## src/rtl/qos_wrr_arbiter_pkg.sv

```systemverilog
// Shared definitions for the QoS weighted round-robin arbiter.
//   state_e : scheduler FSM states (idle / serving VC0 / serving VC1)
//   VC0/VC1 : selector encodings for the two virtual channels
package qos_wrr_arbiter_pkg;

    typedef enum logic [1:0] {
        StIdle   = 2'd0,
        StServe0 = 2'd1,
        StServe1 = 2'd2
    } state_e;

    localparam logic VC0 = 1'b0;
    localparam logic VC1 = 1'b1;

    // FSM state that owns the turn of a given VC.
    function automatic state_e serve_state(input logic vc);
        return (vc == VC1) ? StServe1 : StServe0;
    endfunction

endpackage

```

## src/rtl/qos_credit_counter.sv

```systemverilog
// Saturating per-turn grant counter for the WRR arbiter.
//   clk_i, rst_ni  : clock, asynchronous active-low reset
//   load_one_i     : start a new turn (cnt = 1)
//   incr_i         : one more grant in the current turn (saturates at all-ones)
//   clear_i        : end of activity (cnt = 0)
//   weight_i       : live quota of the VC being served; 0 behaves as 1
//   exhausted_o    : cnt >= effective weight
module qos_credit_counter #(
    parameter int unsigned WeightW = 4
) (
    input  logic               clk_i,
    input  logic               rst_ni,
    input  logic               load_one_i,
    input  logic               incr_i,
    input  logic               clear_i,
    input  logic [WeightW-1:0] weight_i,
    output logic               exhausted_o
);

    logic [WeightW-1:0] cnt_q, cnt_d;
    logic [WeightW-1:0] eff_weight;

    always_comb begin
        eff_weight = (weight_i == '0) ? WeightW'(1) : weight_i;
    end

    always_comb begin
        cnt_d = cnt_q;
        if (clear_i) begin
            cnt_d = '0;
        end else if (load_one_i) begin
            cnt_d = WeightW'(1);
        end else if (incr_i && (cnt_q != '1)) begin
            cnt_d = cnt_q + WeightW'(1);
        end
    end

    always_ff @(posedge clk_i or negedge rst_ni) begin
        if (!rst_ni) begin
            cnt_q <= '0;
        end else begin
            cnt_q <= cnt_d;
        end
    end

    // A weight lowered mid-turn below cnt also reads as exhausted.
    assign exhausted_o = (cnt_q >= eff_weight);

endmodule

```

## src/rtl/qos_wrr_arbiter.sv

```systemverilog
// Weighted round-robin scheduler between two VC FIFOs sharing one datapath.
//   clk, reset_L          : clock, asynchronous active-low reset
//   ENB                   : global enable (0 freezes the scheduler)
//   vc0_empty/vc1_empty   : FIFO empty flags; a non-empty VC is eligible
//   vc0_data/vc1_data     : FIFO heads, consumed in the cycle of the pop
//   down_almost_full      : downstream backpressure, stalls like ENB=0
//   weight0/weight1       : per-turn quotas, 0 treated as 1, sampled live
//   vc0_pop/vc1_pop       : combinational pop strobes, mutually exclusive
//   data_out/valid_out/selector : registered popped word, valid, source VC
module qos_wrr_arbiter
    import qos_wrr_arbiter_pkg::*;
#(
    parameter int unsigned DATA_WIDTH = 6,
    parameter int unsigned WEIGHT_W   = 4
) (
    input  logic                  clk,
    input  logic                  reset_L,
    input  logic                  ENB,
    input  logic                  vc0_empty,
    input  logic                  vc1_empty,
    input  logic [DATA_WIDTH-1:0] vc0_data,
    input  logic [DATA_WIDTH-1:0] vc1_data,
    input  logic                  down_almost_full,
    input  logic [WEIGHT_W-1:0]   weight0,
    input  logic [WEIGHT_W-1:0]   weight1,
    output logic                  vc0_pop,
    output logic                  vc1_pop,
    output logic [DATA_WIDTH-1:0] data_out,
    output logic                  valid_out,
    output logic                  selector
);

    state_e state_q, state_d;

    logic stall;
    logic elig0, elig1;
    logic cur_vc, cur_elig, oth_elig;
    logic grant_vld, grant_vc;
    logic cnt_load, cnt_incr, cnt_clear;
    logic exhausted;
    logic [WEIGHT_W-1:0] cur_weight;

    logic [DATA_WIDTH-1:0] data_q;
    logic                  valid_q;
    logic                  sel_q;

    assign stall  = !ENB || down_almost_full;
    assign elig0  = !vc0_empty;
    assign elig1  = !vc1_empty;

    assign cur_vc     = (state_q == StServe1) ? VC1 : VC0;
    assign cur_elig   = (cur_vc == VC1) ? elig1 : elig0;
    assign oth_elig   = (cur_vc == VC1) ? elig0 : elig1;
    assign cur_weight = (cur_vc == VC1) ? weight1 : weight0;

    qos_credit_counter #(
        .WeightW (WEIGHT_W)
    ) u_credit (
        .clk_i       (clk),
        .rst_ni      (reset_L),
        .load_one_i  (cnt_load),
        .incr_i      (cnt_incr),
        .clear_i     (cnt_clear),
        .weight_i    (cur_weight),
        .exhausted_o (exhausted)
    );

    // State register.
    always_ff @(posedge clk or negedge reset_L) begin
        if (!reset_L) begin
            state_q <= StIdle;
        end else begin
            state_q <= state_d;
        end
    end

    // Next state, grant decision and counter controls. A stall leaves all at hold.
    always_comb begin
        state_d   = state_q;
        grant_vld = 1'b0;
        grant_vc  = VC0;
        cnt_load  = 1'b0;
        cnt_incr  = 1'b0;
        cnt_clear = 1'b0;
        if (!stall) begin
            unique case (state_q)
                StIdle: begin
                    if (elig0) begin
                        grant_vld = 1'b1;
                        grant_vc  = VC0;
                        cnt_load  = 1'b1;
                        state_d   = StServe0;
                    end else if (elig1) begin
                        grant_vld = 1'b1;
                        grant_vc  = VC1;
                        cnt_load  = 1'b1;
                        state_d   = StServe1;
                    end
                end
                StServe0, StServe1: begin
                    if (cur_elig && !exhausted) begin
                        grant_vld = 1'b1;
                        grant_vc  = cur_vc;
                        cnt_incr  = 1'b1;
                    end else if (oth_elig) begin
                        grant_vld = 1'b1;
                        grant_vc  = ~cur_vc;
                        cnt_load  = 1'b1;
                        state_d   = serve_state(~cur_vc);
                    end else if (cur_elig) begin
                        // Quota spent but nobody else waiting: refresh without a bubble.
                        grant_vld = 1'b1;
                        grant_vc  = cur_vc;
                        cnt_load  = 1'b1;
                    end else begin
                        cnt_clear = 1'b1;
                        state_d   = StIdle;
                    end
                end
                default: begin
                    cnt_clear = 1'b1;
                    state_d   = StIdle;
                end
            endcase
        end
    end

    // Pop strobes; reset gating drops them immediately on an async reset.
    always_comb begin
        vc0_pop = reset_L && grant_vld && (grant_vc == VC0);
        vc1_pop = reset_L && grant_vld && (grant_vc == VC1);
    end

    // Output register: capture the popped word, otherwise hold data/selector.
    always_ff @(posedge clk or negedge reset_L) begin
        if (!reset_L) begin
            data_q  <= '0;
            valid_q <= 1'b0;
            sel_q   <= VC0;
        end else if (grant_vld) begin
            data_q  <= (grant_vc == VC1) ? vc1_data : vc0_data;
            valid_q <= 1'b1;
            sel_q   <= grant_vc;
        end else begin
            valid_q <= 1'b0;
        end
    end

    assign data_out  = data_q;
    assign valid_out = valid_q;
    assign selector  = sel_q;

endmodule
```

## config.mk

```make
export PLATFORM = sky130hd
export DESIGN_NAME = qos_wrr_arbiter
export DESIGN_NICKNAME = d
export VERILOG_FILES = /design/src/rtl/qos_wrr_arbiter_pkg.sv /design/src/rtl/qos_credit_counter.sv /design/src/rtl/qos_wrr_arbiter.sv
export SDC_FILE = /design/constraint.sdc
export NUM_CORES = 1
export LEC_CHECK = 0
export ABC_AREA = 1
export CAP_MARGIN = 5
export CORE_AREA = 2 2 53 60
export DETAILED_ROUTE_END_ITERATION = 8
export DIE_AREA = 0 0 55 62
export PLACE_DENSITY = 0.8
export SYNTH_ARGS = -nofsm -noshare
export SYNTH_HDL_FRONTEND = slang
export SYNTH_SLANG_ARGS = --single-unit
```

## constraint.sdc

```tcl
create_clock -name clk -period 3.2 [get_ports clk]
set_input_delay 0.96 -clock clk [delete_from_list [all_inputs] [get_ports clk]]
set_output_delay 0.96 -clock clk [all_outputs]
set_load 0.05 [all_outputs]
```

==> impl_metrics.ini <==
[setup_path]
worst_setup_path_end_kind = output pin
crit_path_frequent_cell = buf_4
crit_family = buffers and inverters
crit_type = input port to output pin
arrival_ps = 2610
cp_slowest_cell = ha_1
r2r_slack_ps = 220
r2r-start = state_q[0]
required_ps = 2240
cp_max_fo = 3
rr_worst_depth = 21
path_cells = buf_2 > mux2i_2 > buf_4 > buf_4 > buf_4 > ha_1 > nand2_1 > inv_1 > nand2_2 > nand2_2 > nand3_2 > nand3_4 > nor4_4 > buf_12
start_kind = input port
worst-path-buf-inv = 6
r2r_end = u_credit.cnt_q[3]
max_stage_delay_ps = 210

[finish]
drive_gt1_share_pct = 29.03
final_nets = 253
antenna_cells = 0
nFillCells = 248
area_delta_synth_final_pct = 62.09

[drt]
viasPerCell = 4.809
routed.top_layer = met4
via_count = 1207
wl_met2_mm = 1.516
post_drt_wl_per_cell_um = 11.59
drc = 0
routed_wl_mm = 2.910
drt_iter0_drc = 24
wl_met1_mm = 1.212
ant_nets = 0
drtPass1Iterations = 4
dr_wl_met3_um = 158

[sta]
postLayoutSetupSlackWorst_ps = -371.8
fin_tns_setup_ps = -694.6
rsz0062_at_grt = yes
setup_viol = 2
whs_ps = 485.9
finalHoldViolCount = 0
max_freq_mhz = 280.0
max_slew.worst_pin.slew_ps = 517.6
final.period_utilization_pct = 111.6
skew_ps = 1.899
final.min_clock_period_ps = 3572
slew_violations = 0
relSlewSlack_pct = 65.38

[clocking]
ctsHtreeMaxLevel = 1
cts_tree = done
clock-sinks = 14
insertion_delay_ps = 270
clk_pin_slew_ps = 80
cts-root-buf = clkbuf_4
cts-buffers-inserted = 3
clock_path_buffers = 2

[grt]
grt.total_usage_pct = 19.05
grt_pass1_vias = 1195
grt_antenna_before_repair = 0
grt_first_pass_wirelength_mm = 4.774
grt_max_degree = 15
overflow = 0

[power_and_ir_drop]
ir_worst_vdd_mv = 0.5897
p_per_area_nw_per_um2 = 746.3
leakagePower_uw = 0.0009366

[synthesis]
synth.yosys.seq_area_share_pct = 31.50
yosysTopAreaCellShare_pct = 31.50
synth_edf_count = 0
synth_top_cell_by_area = dfrtp_1
yosys_warnings = 0
postSynthAreaPerCell_um2 = 7.318
synth_area_um2 = 1112
netlist_top_cells_area = dfrtp_1 (31%), nand2_1 (14%), inv_1 (9.4%)
async_flop_share_pct = 100.0
yosysMostFrequentCell = nand2_1
yosys_register_bits = 14
synth.distinct_cells = 26
synth_cells = 152
synth_common_cells = nand2_1 (41), inv_1 (28), nand3_1 (20)
syn_nets = 186
synthFlopType = dfrtp_1

[min_path]
worstHoldEndpoint = data_out[1]
whs_path_depth = 2
hp-class = flip-flop to flip-flop
hp-start = data_out[1]

[die]
dieArea_um2 = 3410
initial_core_util_pct = 38.48
rows = 21
io_pins = 36
die_height_um = 62
die_w_um = 55
coreArea_um2 = 2890

[run_status]
violations = negative setup slack
outcome = finished, violations left

[job]
cap_violations = 0

[place]
place.port_buffers = 35
routabilityCongestion = 0.7542
dp_hpwl_mm = 2.160
## where the power goes
group | total (µW) | internal, µW | switching [µW]
Clock | 95.5 | 43.5 | 52.0
Combinational | 955 | 417 | 538
Sequential | 295 | 244 | 51.2
## registers in the layout (all words and copies together) (netlist names)
name and count:
selector 1, state_q 2, u_credit.cnt_q 4, valid_out 1, data_out 6
## routing by layer
layer  track usage (%)  vias up
li1                  -      617
met1             21.40      547
met2             37.41       38
met3             1.914        5
met4             4.878        0
met5                 0        -
## worst min-delay path, delay by kind of cell (launching register included)
family	cells	cell delay (ps)
AND/OR/NAND/NOR	2	100
flip-flops	1	350
## worst max-delay path by stage
stage	from	endpoint	slack (ps)	cells after the start
after floorplan	weight1[1]	vc0_pop	-370	13
after global placement	weight1[3]	vc0_pop	-620	15
after detailed placement	weight1[3]	vc0_pop	-680	15
after CTS	weight1[3]	vc0_pop	-390	15
after global routing	weight0[2]	vc0_pop	-500	15
final	weight0[2]	vc0_pop	-370	14
## cell type report
| type | count | area (µm²) | area share [%] |
|---|---|---|---|
| tap | 34 | 42.54 | 2.359 |
| sequential | 14 | 350.3 | 19.43 |
| multi-input combinational | 107 | 704.4 | 39.07 |
| inverter | 30 | 112.6 | 6.246 |
| timing repair buffer | 63 | 570.5 | 31.64 |
| clock buffer | 3 | 22.52 | 1.249 |
## kinds of logic after synthesis
kind of cell,count (synthesis),synth area share (%)
and+or+nand+nor,80,36.22
buffers and inverters,31,11.14
AOI/OAI and AO/OA,15,8.661
DFF,14,31.50
adders and majority gates,8,8.999
muxes,3,2.700
xor gates and xnor gates,1,0.7875
## per-stage QoR
stage	util [%]	std cells	instance area, µm²	setup WS, ps	power [µW]
5_1_grt	62.38	251	1803	-501.2	1463
3_3_place_gp	57.92	238	1674	-616.7	1114
4_1_cts	61.86	252	1788	-394.9	1342
6_report	62.38	251	1803	-371.8	1346
3_5_place_dp	57.92	238	1674	-682.2	1134
2_1_floorplan	-	152	1137	-365.7	836.0
## what timing repair did
| action | in CTS | in global routing |
|---|---|---|
| buffers inserted | 11 | 4 |
| setup endpoints to repair | 2 | 6 |
| pin swaps | 11 | 7 |
| hold buffers | 0 | 0 |
| resized for setup | 28 | 7 |
| gates cloned | 0 | 0 |
## placed cells by master, fill, tap and decap left out, types with 2 or more instances in the layout
master / instances
nor2_1: 3
dlygate4sd2_1: 2
dfrtp_1: 14
nand2_4: 2
ha_1: 7
nand3_2: 2
buf_12: 2
o21ai_1: 3
o211ai_1: 2
nand2_1: 40
buf_6: 4
buf_2: 3
buf_4: 27
inv_1: 27
o21ai_0: 4
nand2_2: 4
mux2i_2: 3
clkdlybuf4s50_1: 25
clkbuf_4: 3
nand3_1: 19
inv_2: 3
a21oi_1: 2
nor2_4: 5
Note: power is estimated with default switching activity, not from simulation.
